[src/rtl/decoder_3x8_stream_pkg.sv]
// Shared constants and the code-to-one-hot helper for the streaming 3-to-8 decoder.
package decoder_3x8_stream_pkg;

   localparam int IW_DEF    = 3;
   localparam int DEPTH_DEF = 4;
   localparam int OW        = 2 ** IW_DEF;
   localparam int LW        = $clog2(DEPTH_DEF) + 1;

   function automatic logic [OW-1:0] onehot_decode(input logic [IW_DEF-1:0] code);
      return OW'(1) << code;
   endfunction

endpackage

[src/rtl/decoder_3x8_stream_code_fifo.sv]
// Generic W-wide, DEPTH-deep synchronous FIFO with flush, occupancy and full/empty flags.
module code_fifo #(
   parameter int W     = 3,
   parameter int DEPTH = 4
) (
   input  logic                       clk,
   input  logic                       rst,
   input  logic                       i_clear,
   input  logic                       i_push,
   input  logic                       i_pop,
   input  logic [W-1:0]               i_data,
   output logic [W-1:0]               o_data,
   output logic [$clog2(DEPTH):0]     o_level,
   output logic                       o_full,
   output logic                       o_empty
);

   localparam int AW = $clog2(DEPTH);
   localparam int LW = AW + 1;

   logic [W-1:0]  r_mem [DEPTH];
   logic [AW-1:0] r_wr_ptr;
   logic [AW-1:0] r_rd_ptr;
   logic [LW-1:0] r_level;
   logic          w_push;
   logic          w_pop;

   // Full blocks a push even when a pop fires on the same edge; empty ignores pops.
   assign o_full  = (r_level == LW'(DEPTH));
   assign o_empty = (r_level == '0);
   assign w_push  = i_push && !o_full;
   assign w_pop   = i_pop && !o_empty;

   // NOTE: sequential state uses non-blocking assignments so every register samples pre-edge values.
   always_ff @(posedge clk or posedge rst) begin
      if (rst) begin
         r_wr_ptr <= '0;
         r_rd_ptr <= '0;
         r_level  <= '0;
      end else if (i_clear) begin
         r_wr_ptr <= '0;
         r_rd_ptr <= '0;
         r_level  <= '0;
      end else begin
         if (w_push) r_wr_ptr <= r_wr_ptr + AW'(1);
         if (w_pop)  r_rd_ptr <= r_rd_ptr + AW'(1);
         case ({w_push, w_pop})
            2'b10:   r_level <= r_level + LW'(1);
            2'b01:   r_level <= r_level - LW'(1);
            default: r_level <= r_level;
         endcase
      end
   end

   // NOTE: storage is deliberately not reset; level and pointers alone define which entries are live.
   always_ff @(posedge clk) begin
      if (w_push && !i_clear) r_mem[r_wr_ptr] <= i_data;
   end

   assign o_data  = r_mem[r_rd_ptr];
   assign o_level = r_level;

endmodule

[src/rtl/decoder_3x8_stream.sv]
// Streaming 3-to-8 one-hot decoder: buffers codes in a FIFO and presents them as one-hot words, gated by En.
module decoder_3x8_stream
   import decoder_3x8_stream_pkg::*;
#(
   parameter int IW    = IW_DEF,
   parameter int DEPTH = DEPTH_DEF
) (
   input  logic                     clk,
   input  logic                     rst,
   input  logic                     En,
   input  logic                     clear,
   input  logic [IW-1:0]            in_code,
   input  logic                     in_valid,
   output logic                     in_ready,
   output logic [(2**IW)-1:0]       out_onehot,
   output logic                     out_valid,
   input  logic                     out_ready,
   output logic [$clog2(DEPTH):0]   level
);

   logic [IW-1:0] w_head;
   logic          w_full;
   logic          w_empty;
   logic          w_pop;

   code_fifo #(
      .W     (IW),
      .DEPTH (DEPTH)
   ) u_fifo (
      .clk     (clk),
      .rst     (rst),
      .i_clear (clear),
      .i_push  (in_valid),
      .i_pop   (w_pop),
      .i_data  (in_code),
      .o_data  (w_head),
      .o_level (level),
      .o_full  (w_full),
      .o_empty (w_empty)
   );

   // With En low nothing is offered, so nothing can be consumed.
   assign in_ready   = !w_full;
   assign out_valid  = En && !w_empty;
   assign w_pop      = out_valid && out_ready;
   assign out_onehot = out_valid ? onehot_decode(w_head) : '0;

endmodule

[config.mk]
export PLATFORM = sky130hd
export DESIGN_NAME = decoder_3x8_stream
export DESIGN_NICKNAME = d
export VERILOG_FILES = /design/src/rtl/decoder_3x8_stream_pkg.sv /design/src/rtl/decoder_3x8_stream_code_fifo.sv /design/src/rtl/decoder_3x8_stream.sv
export SDC_FILE = /design/constraint.sdc
export NUM_CORES = 1
export LEC_CHECK = 0
export ABC_AREA = 1
export CAP_MARGIN = 40
export CORE_UTILIZATION = 40
export CTS_CLUSTER_DIAMETER = 40
export DETAILED_ROUTE_END_ITERATION = 8
export PLACE_DENSITY = 0.64
export SYNTH_ARGS = -nofsm -noshare
export SYNTH_HDL_FRONTEND = slang
export SYNTH_HIERARCHICAL = 1
export SYNTH_SLANG_ARGS = --single-unit
export TNS_END_PERCENT = 20
[constraint.sdc]
create_clock -name clk -period 3.3 [get_ports clk]
set_input_delay 0.66 -clock clk [delete_from_list [all_inputs] [get_ports clk]]
set_output_delay 0.66 -clock clk [all_outputs]
set_load 0.01 [all_outputs]
Word-level counts from Yosys, hierarchy flattened
Memory sizes are Yosys's and may differ from the RTL's.
Cells that the tools add are included.
{ "classes": {"n_shift": 1, "n_eq_ne": 3, "addsub": 4, "n_mux": 9, "reduce_logical": 12} }
{ "op_table": {"columns": ["operator", "n"], "rows": [
  ["$mux 2", 4],
  ["$mux 8", 1],
  ["$shl 1x3->8 const A", 1],
  ["$pmux 3 s2", 1],
  ["$logic_and 1x1->1", 5],
  ["$add 2x1->2 const B", 2],
  ["$reduce_bool 2->1", 2],
  ["$add 3x1->3 const B", 1],
  ["$eq 3x3->1 const B", 1],
  ["$logic_not 1->1", 3],
  ["$logic_not 3->1", 1],
  ["$mux 3", 1],
  ["$reduce_bool 3->1", 1],
  ["$sub 3x1->3 const B", 1],
  ["$eq 2x1->1 const B", 1],
  ["$eq 2x2->1 const B", 1],
  ["$mux 1", 2]
]} }
{ "word_totals": {"memories": 1, "ff_bits": 7, "out_inout_bits": 13, "mem_bits_rw": 12} }
{ "memory_table": {"columns": ["memory", "words", "word_bits", "rd", "rd_clocked_by_memory_dff", "write_ports", "line", "source"], "rows": [
  ["u_fifo.r_mem", 4, 3, 1, 0, 1, "decoder_3x8_stream_code_fifo.sv:21", "logic [W-1:0] r_mem [DEPTH];"]
]} }

Logic depth before layout (Yosys ltp)
{ "logic_depth": {"depth_word": 8, "ltp_mapped": 16} }

Cells and area by module
The synthesis kept the hierarchy.
{ "by_module_without_submodules": {"columns": ["module", "area_each_um2", "seq_area_each_um2", "instances", "cells_per_inst"], "rows": [
  ["code_fifo", 929.6, 535.5, 1, 96],
  ["decoder_3x8_stream", 88.8, 0.0, 1, 22]
]} }

Worst setup path after synthesis
Ideal clock, no wire load.
{ "synth_timing": {"path_type": "register -> register", "start": "register u_fifo.r_level[0] (netlist: u_fifo/o_level[0])", "end": "register u_fifo.r_level[2] (netlist: u_fifo/o_level[2])", "period_less_slack_ps": 2061, "n_path_buf": 0, "stages_incl_launch_ff": 17, "setup_time_ps": 118, "slack_ps": 1239, "arrival_time_ps": 1943, "t_required_ps": 3182, "cell_sequence": "dfrtp_1 > inv_1 > nand2_1 > nor2_1 > inv_1 > and3_2 > inv_1 > a21oi_2 > nand2_2 > inv_1 > fa_1 > xnor2_1 > inv_1 > nand2_1 > nand2_1 > nand3_1 > nand2_1"} }
{ "synth_via": {"elab_chain_cells": 8, "elab_cells_between_ends": 15} }
{ "synth_lines": {"columns": ["item", "line", "source"], "rows": [
  ["start, declared", "decoder_3x8_stream_code_fifo.sv:24", "logic [LW-1:0] r_level;"],
  ["start signal, assigned", "decoder_3x8_stream_code_fifo.sv:48", "2'b10: r_level <= r_level + LW'(1);"],
  ["start signal, assigned", "decoder_3x8_stream_code_fifo.sv:49", "2'b01: r_level <= r_level - LW'(1);"],
  ["start signal, assigned", "decoder_3x8_stream_code_fifo.sv:50", "default: r_level <= r_level;"],
  ["$logic_not 3->1 (*)", "decoder_3x8_stream_code_fifo.sv:30", "assign o_empty = (r_level == '0);"],
  ["net w_empty", "decoder_3x8_stream.sv:23", "logic w_empty;"],
  ["$logic_not 1->1 (*)", "decoder_3x8_stream.sv:44", "assign out_valid = En && !w_empty;"],
  ["$logic_and 1x1->1 (*)", "decoder_3x8_stream.sv:44", null],
  ["$logic_and 1x1->1 (*)", "decoder_3x8_stream.sv:45", "assign w_pop = out_valid && out_ready;"],
  ["net w_pop", "decoder_3x8_stream.sv:24", "logic w_pop;"],
  ["$logic_and 1x1->1 (*)", "decoder_3x8_stream_code_fifo.sv:32", "assign w_pop = i_pop && !o_empty;"],
  ["$eq 2x1->1 or $eq 2x2->1 (tied branches)", "decoder_3x8_stream_code_fifo.sv:47", "case ({w_push, w_pop})"],
  ["$pmux 3 s2", "decoder_3x8_stream_code_fifo.sv:47", null],
  ["$mux 3", "decoder_3x8_stream_code_fifo.sv:40", "end else if (i_clear) begin"]
]} }
The timed path passes the listed nets; every way through them passes the cells marked *.
A chain may end at the register's enable or synchronous reset.

Worst setup path in the final report
{ "layout_timing": {"start": "register u_fifo.r_rd_ptr[0]", "end": "output out_onehot[1]"} }
{ "layout_via": {"elab_chain_cells": 3} }
{ "layout_lines": {"columns": ["item", "line", "source"], "rows": [
  ["start, declared", "decoder_3x8_stream_code_fifo.sv:23", "logic [AW-1:0] r_rd_ptr;"],
  ["start signal, assigned", "decoder_3x8_stream_code_fifo.sv:46", "if (w_pop) r_rd_ptr <= r_rd_ptr + AW'(1);"],
  ["$mem_v2 4x3", null, null],
  ["net w_head[2]", "decoder_3x8_stream.sv:21", "logic [IW-1:0] w_head;"],
  ["$shl 1x3->8", "decoder_3x8_stream_pkg.sv:10", "return OW'(1) << code;"],
  ["$mux 8", "decoder_3x8_stream.sv:46", "assign out_onehot = out_valid ? onehot_decode(w_head) : '0;"],
  ["end, declared", "decoder_3x8_stream.sv:15", "output logic [(2**IW)-1:0] out_onehot,"]
]} }
The timed path passes the listed nets, and every way through them passes these cells.

==> run metrics <==
Max Cap Violations 0; area of the die 2750 sq um; unrepaired setup endpoints after global routing false; critical path class reg2out; kind of cell adding the most delay to the critical path buffers and inverters; Initial Utilization 44.3%; Ports 22; routed len/inst 10.4 microns; Post-Synthesis Cells 118; CP Capture Type output pin; worst clock skew 0.0104 ns; GRT Total Usage 15.6%; synth warn 6; Vias/cell 4.86; CP Cell Sequence inv_1, o21ai_0, o22ai_1, inv_1, nand3_1, nor2_1, clkdlybuf4s50_1; Synth Area per Inst 8.63 sq um; critical path startpoint category flip-flop; Slowest-stage cell, CP clkdlybuf4s50_1; initial antenna violation count 0; final setup vio count 0; wire length on met3 53 microns; largest net degree at the start of global routing 11; CTS max path bufs 2; Achievable Freq 0.367 GHz; crit-path most repeated cell inv_1; area grow syn2layout 26.7%; critical path's largest stage delay 0.54 ns; crit-path max FO 8; H-tree depth 1; share of cells above drive strength 1 6.99%; Lkg Pwr 0.564 nW; final hold vios 0; CTS tree done; Die Wd 52.5 microns; met2 wire length 821 microns; first-pass GRT wire length 2990 microns; Worst IR Drop VDD 0.274 mV; arrival time worst endpoint 2.06 ns; Net Count, Synth 132; Distinct cells, synth 20; outcome finished clean; quantity of I/O buffers inserted on ports 21; DR top layer met4; sequential fraction of the synthesis area 52.6%; Final HPWL DP 1520 microns; Placer Congestion 0.806; area post-placement 1260 sq um; crit path buf inv count 3; post_cts resized 0; Crit path depth 7; fin crit share 82.5%; Clock Latency Late Sink 0.29 ns; drt first pass iters 4; Mapped Area 1020 sq um; crit path from u_fifo/r_rd_ptr[0]$_DFFE_PP0P_; Req. time, crit path 2.64 ns; Slew Limit Headroom 78.9%; Reg clk slew, reported paths 0.10 ns; setup TNS 0 ns; GR Overflow Total 0; Seq cells post-synth 19; Routed Antenna Nets 0; WL met1 853 microns; Inserted Clock Buffers 3; core area 2300 sq um; # diodes 0; reg-to-reg startpoint u_fifo/o_level[0]$_DFFE_PP0P_; Pwr per Cell Area 367 nW/um^2; design area 1290 sq um; max-slew violations 0; reg2reg setup slack 1.08 ns; NumNets Final 158; DR vias 831; cts hold-fix bufs 0; worst r2r dst u_fifo/o_level[2]$_DFFE_PP0P_; DRC 0; Final Core Density 56.2%; Clock Sinks 19; vias in the first global route 736; Setup crit end out_onehot[1]; drt total wl 1780 microns; Initial DRC Count 19; Setup Fix Bufs, Post-CTS 0; R2R depth 16; Slew @ Worst Pin 0.316 ns; Clock Tree Root clkbuf_4; Cell Rows 17; worst min path class in2async; min Tclk post-route 2.72 ns; Die H 52.5 microns
==> report_power, final <==
part	total [W]	leakage, nW	internal [W]	switching [W]
clock network	0.000111	0.0150	0.0000470	0.0000643
registers	0.000273	0.204	0.000263	0.00000985
logic	0.0000891	0.345	0.0000400	0.0000490
==> synthesized netlist by cell type <==
cell | count | area share [%]
a21boi_1 | 1 | 0.74
a21oi_1 | 2 | 0.98
a21oi_2 | 1 | 0.86
and3_2 | 1 | 0.74
clkinv_1 | 1 | 0.37
dfrtp_1 | 7 | 17
edfxtp_1 | 12 | 35
fa_1 | 1 | 2.0
ha_1 | 4 | 4.9
inv_1 | 21 | 7.7
inv_2 | 1 | 0.37
nand2_1 | 20 | 7.4
nand2_2 | 2 | 1.2
nand3_1 | 8 | 3.9
nor2_1 | 20 | 7.4
nor2_2 | 2 | 1.2
o21ai_0 | 9 | 4.4
o21ai_1 | 1 | 0.49
o22ai_1 | 3 | 1.8
xnor2_1 | 1 | 0.86
==> metrics by stage <==
stage | setup WS [ns] | power, W | hold slack, ns | instances
floorplan | 1.24 | 0.000329 | 0.463 | 118
global placement | 0.672 | 0.000366 | 0.598 | 167
detailed placement | 0.645 | 0.000369 | 0.613 | 167
global route | 0.394 | 0.000498 | 0.612 | 171
finish | 0.576 | 0.000474 | 0.574 | 171
CTS | 0.557 | 0.000477 | 0.580 | 171
==> flip-flops by register name (all words and copies together), names as in the netlist <==
| register | flops |
|---|---|
| u_fifo/o_level | 3 |
| u_fifo/r_mem | 12 |
| u_fifo/r_rd_ptr | 2 |
| u_fifo/r_wr_ptr | 2 |
==> how the worst min path moves through the flow <==
| stage | end | depth (start not counted) | startpoint | slack [ns] |
|---|---|---|---|---|
| finish | u_fifo/r_wr_ptr[0]$_DFFE_PP0P_ | 2 | rst | 0.57 |
| global route | u_fifo/r_wr_ptr[0]$_DFFE_PP0P_ | 2 | rst | 0.61 |
| CTS | u_fifo/r_wr_ptr[0]$_DFFE_PP0P_ | 2 | rst | 0.58 |
| detailed placement | u_fifo/o_level[1]$_DFFE_PP0P_ | 2 | u_fifo/o_level[1]$_DFFE_PP0P_ | 0.61 |
| global placement | u_fifo/o_level[1]$_DFFE_PP0P_ | 2 | u_fifo/o_level[1]$_DFFE_PP0P_ | 0.60 |
| floorplan | u_fifo/o_level[0]$_DFFE_PP0P_ | 1 | rst | 0.46 |
==> metal layers <==
layer  vias to the layer above  global-route usage [%]
met5                         -                       0
met4                         0                    10.5
met3                         4                    1.74
met2                        17                    26.4
met1                       383                    18.4
li1                        427                       -
==> cell families (layout without fill, tap and decap cells) <==
| kind of cell | count (synthesis) | in the layout | share of synthesized area (%) |
|---|---|---|---|
| fa+ha+maj | 5 | 5 | 6.88 |
| flops | 19 | 19 | 52.6 |
| buf+inv | 23 | 48 | 8.48 |
| compound gates | 17 | 17 | 9.34 |
| xor+xnor | 1 | 1 | 0.860 |
| simple gates | 53 | 53 | 21.9 |
==> area by class of cell <==
class | count | area (sq um)
sequential | 19 | 536
multi-input combinational | 76 | 397
fill | 219 | 1010
tap | 28 | 35.0
timing repair buffer | 21 | 210
clock buffer | 4 | 26.3
inverter | 23 | 86.3
==> cell usage in the layout (no fill, tap or decap) <==
master | synthesis | routed
clkbuf_1 | 0 | 1
nand2_1 | 20 | 20
and3_2 | 1 | 1
inv_2 | 1 | 1
nor2_1 | 20 | 20
a21boi_1 | 1 | 1
fa_1 | 1 | 1
a21oi_2 | 1 | 1
edfxtp_1 | 12 | 12
o22ai_1 | 3 | 3
nor2_2 | 2 | 2
clkinv_1 | 1 | 1
nand2_2 | 2 | 2
xnor2_1 | 1 | 1
inv_1 | 21 | 21
clkdlybuf4s50_1 | 0 | 21
o21ai_1 | 1 | 1
nand3_1 | 8 | 8
clkbuf_4 | 0 | 3
o21ai_0 | 9 | 9
dfrtp_1 | 7 | 7
a21oi_1 | 2 | 2
ha_1 | 4 | 4
Power figures use the tool's default switching activity.
